===== src/rtl/vga_pkg.sv =====
// Shared types and constants for the VGA VRAM write path.
package vga_pkg;

    typedef enum logic {
        StIdle,
        StFill
    } vram_ctrl_state_t;

    typedef enum logic {
        GrantCpu,
        GrantFill
    } vram_grant_t;

    localparam int unsigned VRAM_WORDS = 8192;

endpackage


===== src/rtl/vram_fill_engine.sv =====
// Fill engine: word counter, latched fill value, address generation and last-word detection.
module vram_fill_engine
    import vga_pkg::*;
#(
    parameter int unsigned       ADDR_W    = 16,
    parameter int unsigned       DATA_W    = 16,
    parameter logic [ADDR_W-1:0] FILL_BASE = '0,
    parameter int unsigned       FILL_LEN  = VRAM_WORDS
) (
    input  logic              clk,
    input  logic              reset,
    input  logic              start,
    input  logic              grant,
    input  logic [DATA_W-1:0] value,
    output logic [ADDR_W-1:0] addr,
    output logic [DATA_W-1:0] data,
    output logic              last
);

    logic [15:0]       cnt_q, cnt_d;
    logic [DATA_W-1:0] value_q, value_d;

    always_comb begin
        cnt_d   = cnt_q;
        value_d = value_q;
        if (start) begin
            cnt_d   = '0;
            value_d = value;
        end else if (grant) begin
            cnt_d = cnt_q + 16'd1;
        end
    end

    always_ff @(posedge clk) begin
        if (reset) begin
            cnt_q   <= '0;
            value_q <= '0;
        end else begin
            cnt_q   <= cnt_d;
            value_q <= value_d;
        end
    end

    // Address wraps modulo 2^ADDR_W past the top of VRAM.
    assign addr = FILL_BASE + ADDR_W'(cnt_q);
    assign data = value_q;
    assign last = (cnt_q == 16'(FILL_LEN - 1));

endmodule


===== src/rtl/vram_write_ctrl.sv =====
// Round-robin arbiter sharing the VRAM write port between CPU stores and the fill engine.
module vram_write_ctrl
    import vga_pkg::*;
#(
    parameter int unsigned       ADDR_W    = 16,
    parameter int unsigned       DATA_W    = 16,
    parameter logic [ADDR_W-1:0] FILL_BASE = '0,
    parameter int unsigned       FILL_LEN  = VRAM_WORDS
) (
    input  logic              clk,
    input  logic              reset,
    input  logic              cpu_valid,
    output logic              cpu_ready,
    input  logic [ADDR_W-1:0] cpu_addr,
    input  logic [DATA_W-1:0] cpu_data,
    input  logic              fill_start,
    input  logic [DATA_W-1:0] fill_value,
    output logic              fill_busy,
    output logic              fill_done,
    output logic [ADDR_W-1:0] vram_write_addr,
    output logic [DATA_W-1:0] vram_write_data,
    output logic              vram_write_en
);

    vram_ctrl_state_t state_q, state_d;
    vram_grant_t      last_grant_q, last_grant_d;

    logic              wr_en_q, wr_en_d;
    logic [ADDR_W-1:0] wr_addr_q, wr_addr_d;
    logic [DATA_W-1:0] wr_data_q, wr_data_d;
    logic              done_q, done_d;

    logic              cpu_grant;
    logic              fill_grant;
    logic              fill_accept;
    logic [ADDR_W-1:0] fill_addr;
    logic [DATA_W-1:0] fill_data;
    logic              fill_last;

    vram_fill_engine #(
        .ADDR_W   (ADDR_W),
        .DATA_W   (DATA_W),
        .FILL_BASE(FILL_BASE),
        .FILL_LEN (FILL_LEN)
    ) u_fill (
        .clk  (clk),
        .reset(reset),
        .start(fill_accept),
        .grant(fill_grant),
        .value(fill_value),
        .addr (fill_addr),
        .data (fill_data),
        .last (fill_last)
    );

    // CPU is held off in FILL right after its own write so the fill always gets every other slot.
    assign cpu_ready   = (state_q == StIdle) || (last_grant_q == GrantFill);
    assign cpu_grant   = cpu_valid && cpu_ready;
    assign fill_grant  = (state_q == StFill) && !cpu_grant;
    assign fill_accept = (state_q == StIdle) && fill_start;

    always_comb begin
        state_d      = state_q;
        last_grant_d = last_grant_q;
        wr_en_d      = cpu_grant || fill_grant;
        wr_addr_d    = wr_addr_q;
        wr_data_d    = wr_data_q;
        done_d       = 1'b0;

        if (cpu_grant) begin
            wr_addr_d = cpu_addr;
            wr_data_d = cpu_data;
        end else if (fill_grant) begin
            wr_addr_d = fill_addr;
            wr_data_d = fill_data;
        end

        unique case (state_q)
            StIdle: begin
                if (fill_start) begin
                    state_d      = StFill;
                    last_grant_d = GrantCpu;
                end
            end
            StFill: begin
                last_grant_d = cpu_grant ? GrantCpu : GrantFill;
                if (fill_grant && fill_last) begin
                    state_d = StIdle;
                    done_d  = 1'b1;
                end
            end
            default: state_d = StIdle;
        endcase
    end

    always_ff @(posedge clk) begin
        if (reset) begin
            state_q      <= StIdle;
            last_grant_q <= GrantCpu;
            wr_en_q      <= 1'b0;
            wr_addr_q    <= '0;
            wr_data_q    <= '0;
            done_q       <= 1'b0;
        end else begin
            state_q      <= state_d;
            last_grant_q <= last_grant_d;
            wr_en_q      <= wr_en_d;
            wr_addr_q    <= wr_addr_d;
            wr_data_q    <= wr_data_d;
            done_q       <= done_d;
        end
    end

    assign vram_write_en   = wr_en_q;
    assign vram_write_addr = wr_addr_q;
    assign vram_write_data = wr_data_q;
    assign fill_done       = done_q;
    assign fill_busy       = (state_q == StFill);

endmodule


===== config.mk =====
export PLATFORM = sky130hd
export DESIGN_NAME = vram_write_ctrl
export DESIGN_NICKNAME = d
export VERILOG_FILES = /design/src/rtl/vga_pkg.sv /design/src/rtl/vram_fill_engine.sv /design/src/rtl/vram_write_ctrl.sv
export SDC_FILE = /design/constraint.sdc
export NUM_CORES = 1
export LEC_CHECK = 0
export CAP_MARGIN = 25
export CORE_ASPECT_RATIO = 1.2
export CORE_UTILIZATION = 31
export CTS_CLUSTER_SIZE = 25
export DETAILED_ROUTE_END_ITERATION = 12
export GPL_TIMING_DRIVEN = 1
export HOLD_SLACK_MARGIN = 0.02
export PLACE_DENSITY = 0.68
export SYNTH_ARGS = -nofsm -noshare
export SYNTH_HDL_FRONTEND = slang
export SYNTH_SLANG_ARGS = --single-unit

===== constraint.sdc =====
create_clock -name clk -period 2.3 [get_ports clk]
set_clock_uncertainty 0.05 [all_clocks]
set_input_delay 0.46 -clock clk [delete_from_list [all_inputs] [get_ports clk]]
set_output_delay 0.46 -clock clk [all_outputs]
set_load 0.01 [all_outputs]

== Word-level counts from Yosys, hierarchy flattened ==
Cells that the tools add are included.

* Register bits after elaboration: 68
* Word-level logic and storage cells: 33

* $add $sub $neg: 1
* Equal/unequal tests: 2
* Muxes and demuxes: 11
* Bitwise operators: 1
* Reduce and logical (&&, ||, !) cells: 10

{| class="wikitable"
|+ Operator list
! kind !! count
|-
| 16-bit two-way mux || 4
|-
| 16-bit by 1-bit adder with 16-bit output (second input constant) || 1
|-
| 16-bit by 13-bit == test with 1-bit output (second input constant) || 1
|-
| 1-bit two-way mux || 5
|-
| 1-bit logical AND || 4
|-
| 1-bit case mux with 2 select lines || 2
|-
| 2-bit OR reduction || 2
|-
| 1-bit logical OR || 2
|-
| 2-bit != test (second input constant) || 1
|-
| 2-bit nonzero test || 1
|-
| 1-bit logical NOT || 1
|-
| 1-bit NOT || 1
|}

== Longest topological paths before layout ==
Gate-level depths: netlist (run 1).

* Depth in word-level cells: 8
* Gate-level depth with buffers: 6
* Mapped depth without buffers: 4

== By module ==
A second synthesis (run 1) with hierarchy kept.

* Cells, all modules: 335
* Area total of the unflattened synthesis: 3221.8 um^2

{| class="wikitable"
|+ By module, submodules not included
! module !! times used !! cells an instance !! area an instance (um^2) !! sequential area each (um^2)
|-
| vram_write_ctrl || 1 || 199 || 1898.1 || 720.7
|-
| vram_fill_engine || 1 || 136 || 1323.8 || 640.6
|}

== Worst setup path before layout (run 1) ==
OpenSTA, ideal clock, no wires.

* Path type: in2reg
* Start: input port cpu_valid
* End: register u_fill.cnt_q[15]
* Arrival time: 1.682 ns
* Data required time: 2.180 ns
* Setup slack: 0.498 ns
* Stages: 5
* Path through: a21bo_2 > or3_1 > buf_2 > or4_1 > a21oi_1

* Longest elaborated chain between the ends: 3

{| class="wikitable"
|+ Ends and longest elaborated chain
! item !! RTL line !! RTL
|-
| from (decl) || vram_write_ctrl.sv:12 || <nowiki>input logic cpu_valid,</nowiki>
|-
| 1-bit logical AND || vram_write_ctrl.sv:58 || <nowiki>assign cpu_grant = cpu_valid && cpu_ready;</nowiki>
|-
| 1-bit logical NOT || vram_write_ctrl.sv:59 || <nowiki>assign fill_grant = (state_q == StFill) && !cpu_grant;</nowiki>
|-
| 1-bit logical AND || vram_write_ctrl.sv:59 ||
|-
| to (signal assigned) || vram_fill_engine.sv:39 || <nowiki>cnt_q <= cnt_d;</nowiki>
|-
| to (decl) || vram_fill_engine.sv:20 || <nowiki>logic [15:0] cnt_q, cnt_d;</nowiki>
|}

No other way between the ends.
A chain may end at the register's enable or synchronous reset.

== Final worst setup path (run 1) ==
* Start: register state_q (netlist: fill_busy)
* End: output port cpu_ready

* Longest elaborated chain between the ends: 2

{| class="wikitable"
|+ Ends and longest elaborated chain
! item !! RTL line !! RTL
|-
| from (decl) || vram_write_ctrl.sv:25 || <nowiki>vram_ctrl_state_t state_q, state_d;</nowiki>
|-
| from (signal assigned) || vram_write_ctrl.sv:98 || <nowiki>state_q <= StIdle;</nowiki>
|-
| from (signal assigned) || vram_write_ctrl.sv:105 || <nowiki>state_q <= state_d;</nowiki>
|-
| 1-bit NOT || - ||
|-
| 1-bit logical OR || vram_write_ctrl.sv:57 || <nowiki>assign cpu_ready = (state_q == StIdle) || (last_grant_q == GrantFill);</nowiki>
|-
| to (decl) || vram_write_ctrl.sv:13 || <nowiki>output logic cpu_ready,</nowiki>
|}

No other way between the ends.

==> impl_metrics.env, run 1 <==
export IMPL_ys_seq_area_frac=0.4970
export IMPL_cts_buffers=9
export IMPL_syn_nets=334
export IMPL_initial_core_util=0.3198
export IMPL_multi_input_area_sq_um=1296
export IMPL_drt_iter0_drc=116
export IMPL_wl_per_cell_microns=14.08
export IMPL_hold_class="reg -> reg"
export IMPL_synth_top_family_by_area="compound AO/OA/AOI/OAI gates"
export IMPL_min_from="u_fill.data[7]"
export IMPL_grt_pass1_wl_microns=11560
export IMPL_n_antenna_cell=0
export IMPL_synth_edf_count=0
export IMPL_start_kind="register"
export IMPL_area_delta_synth_final_pct=45.87
export IMPL_grt_max_degree=65
export IMPL_crit_reg2reg_launch="fill_busy"
export IMPL_antenna_found_initial=0
export IMPL_clkLatencyLatePin_ps=340
export IMPL_grt_use_total=0.1629
export IMPL_rsz0062_at_grt="no"
export IMPL_synth_simple_area_share=0.1439
export IMPL_crit_type="reg -> out"
export IMPL_h_tree_depth=3
export IMPL_fmax_mhz=497.7
export IMPL_ios=88
export IMPL_num_rows=37
export IMPL_n_fill_cell=806
export IMPL_r2r_end="u_fill.cnt_q[15]"
export IMPL_die_w_microns=87.81
export IMPL_worst_slew_pin_slew_ps=523.9
export IMPL_clockBufferDepth=2
export IMPL_whs_path_depth=1
export IMPL_final_net_count=425
export IMPL_fp_dieH_microns=105.0
export IMPL_ys_async_sr_fraction=0
export IMPL_dpl_cell_count=478
export IMPL_dp_hpwl_microns=4852
export IMPL_regArea_sq_um=1363
export IMPL_p_per_area_nw_per_um2=692.4
export IMPL_syn_area_sq_um=2739
export IMPL_first_pass_iters=4
export IMPL_gp_congestion=0.7744
export IMPL_reg2reg_slack_ps=350
export IMPL_die_area_sq_um=9216
export IMPL_root_buffer="clkbuf_8"
export IMPL_slew_violations=0
export IMPL_max_slew_margin_rel=0.6500
export IMPL_overflow=0
export IMPL_via_per_inst=4.829
export IMPL_max_cap_violations=0
export IMPL_min_period_ps=2009
export IMPL_routed_wl_microns=6925
export IMPL_cp_arrival_ps=1500
export IMPL_rr_worst_depth=4
export IMPL_clock_sinks=68
export IMPL_drc=0
export IMPL_worstSetupEndpointType="output port"
export IMPL_hold_violations=0
export IMPL_cts_resized=0
export IMPL_yosysWarnings=0
export IMPL_critPathMaxFanout=13
export IMPL_path_clk_slew_ps=70
export IMPL_antenna_left=0
export IMPL_status="finished clean"
export IMPL_tns_ps=0
export IMPL_fin_crit_sh=0.8736
export IMPL_power_leakage_nw=1.462
export IMPL_required_ps=1790
export IMPL_ys_ff_latch=68
export IMPL_muxShareOfSynthArea=0.1169
export IMPL_synth_fa_ha_area_frac=0.004568
export IMPL_ys_types=33
export IMPL_setup_viol_count_final=0
export IMPL_peakVddDrop_mv=0.3421
export IMPL_whs_endpoint="u_fill.data[7]"
export IMPL_vias=2376
export IMPL_synth_compound_area_share=0.1814
export IMPL_postSynthCellCount=281
export IMPL_hold_buffers=0
export IMPL_synth_xor_area_frac=0.02558
export IMPL_tritoncts="built"
export IMPL_avgSynthCellArea_sq_um=9.747
export IMPL_portBuffers=87
export IMPL_drive_above_1_share=0.08000
export IMPL_core_sq_um=8564
export IMPL_yosys_most_used_dff="dfxtp_1"
export IMPL_fin_cells=492
export IMPL_grt_pass1_vias=2412
export IMPL_postCtsSetupBuffers=0
layout by cell type (no fill, tap or decap):
cell type,count
o211ai_1,1
nor4_1,2
o31ai_1,1
or3_1,6
bufinv_16,2
nand4b_1,1
and4_1,2
o21a_1,1
a21boi_4,1
nor2_1,47
nand2b_1,1
nand4_1,5
mux2i_1,32
clkbuf_8,10
clkdlybuf4s50_1,87
xor2_1,5
inv_1,1
dfxtp_1,67
and3_1,1
ha_1,1
or4_1,2
xnor2_1,3
buf_4,12
dfxtp_2,1
a22o_1,16
nand2_2,1
o21ai_0,5
a211oi_1,32
a21bo_2,1
a21oi_1,8
nand3_1,5
nor3_1,1
or2_2,1
nor2b_1,2
clkbuf_1,2
nand2_1,8
buf_12,1
stage by stage:
step                      power (W)    util  cell area (sq um)  setup WS [ps]  hold WS (ps)
after global placement     0.001738  0.4425               3790          79.03         412.3
after CTS                  0.002803  0.4665               3995          259.2         436.4
after floorplan            0.001499       -               2739          498.3         399.1
after global routing       0.002897  0.4665               3995          209.4         443.4
after detailed placement   0.001742  0.4425               3790          15.14         416.5
final                      0.002766  0.4665               3995          290.6         432.7
metal layers:
metal	track usage	up-vias	part of all wire	wire length, microns
li1	-	1206	-	-
met1	0.2009	1094	0.45	3141
met2	0.2580	68	0.48	3329
met3	0.05292	8	0.055	383
met4	0.06557	0	0.010	70
met5	0	-	0	0
cells in the mapped netlist (3+ instances only):
| cell type | number | area [sq um] |
|---|---|---|
| a211oi_1 | 32 | 240.2 |
| a21oi_1 | 8 | 40.04 |
| a22o_1 | 16 | 140.1 |
| buf_1 | 3 | 11.26 |
| clkbuf_1 | 15 | 56.30 |
| dfxtp_1 | 68 | 1361 |
| mux2i_1 | 32 | 320.3 |
| nand2_1 | 9 | 33.78 |
| nand3_1 | 5 | 25.02 |
| nand4_1 | 5 | 31.28 |
| nor2_1 | 47 | 176.4 |
| o21ai_0 | 5 | 25.02 |
| or3_1 | 6 | 37.54 |
| xnor2_1 | 3 | 26.28 |
| xor2_1 | 5 | 43.79 |
how the worst max path moves through the flow:
stage | start | slack (ps) | to
after global routing | fill_busy | 210 | cpu_ready
final | fill_busy | 290 | cpu_ready
after detailed placement | cpu_valid | 20 | u_fill.cnt_q[15]
after global placement | cpu_valid | 80 | u_fill.cnt_q[15]
after floorplan | cpu_valid | 500 | u_fill.cnt_q[15]
after CTS | fill_busy | 260 | cpu_ready
kinds of logic after synthesis:
family | count (synthesis)
AND/OR/NAND/NOR | 85
adder cells (fa/ha/maj) | 1
XOR/XNOR | 8
flip-flops | 68
multiplexers | 32
AO/OA/AOI/OAI | 66
buffers and inverters | 21
report_power, final:
part	internal [W]	leakage (nW)	switching (W)
Clock	0.000630	0.103	0.000423
Combinational	0.000251	0.801	0.000170
Sequential	0.00125	0.559	0.0000453
Total	0.00213	1.46	0.000639
critical path, stage by stage, from the launching register on:
cell	delay (ps)
dfxtp_2	520
nand2b_1	140
clkdlybuf4s50_1	500
cell type report:
class                   instances  area share
clock inverters                 2     0.01503
repair buffers                100      0.2455
multi-input cells             192      0.3245
clock buffers                  12     0.03633
inverters                       1   0.0009396
flip-flops and latches         68      0.3411
well taps                     117     0.03664
state kept, by name, indices dropped and copies added (netlist names):
| register | count |
|---|---|
| fill_busy | 1 |
| u_fill.data | 16 |
| vram_write_en | 1 |
| u_fill.cnt_q | 16 |
| vram_write_addr | 16 |
| fill_done | 1 |
| vram_write_data | 16 |
| last_grant_q | 1 |
Power figures use the tool's default switching activity.
==> run 2, diff against run 1 <==
--- a/config.mk
+++ b/config.mk
@@ -13,6 +13,7 @@
 export GPL_TIMING_DRIVEN = 1
 export HOLD_SLACK_MARGIN = 0.02
 export PLACE_DENSITY = 0.68
+export SLEW_MARGIN = 20
 export SYNTH_ARGS = -nofsm -noshare
 export SYNTH_HDL_FRONTEND = slang
 export SYNTH_SLANG_ARGS = --single-unit
==> results of run 2 <==
Final layout, timing and power as in run 1 (identical DEF).
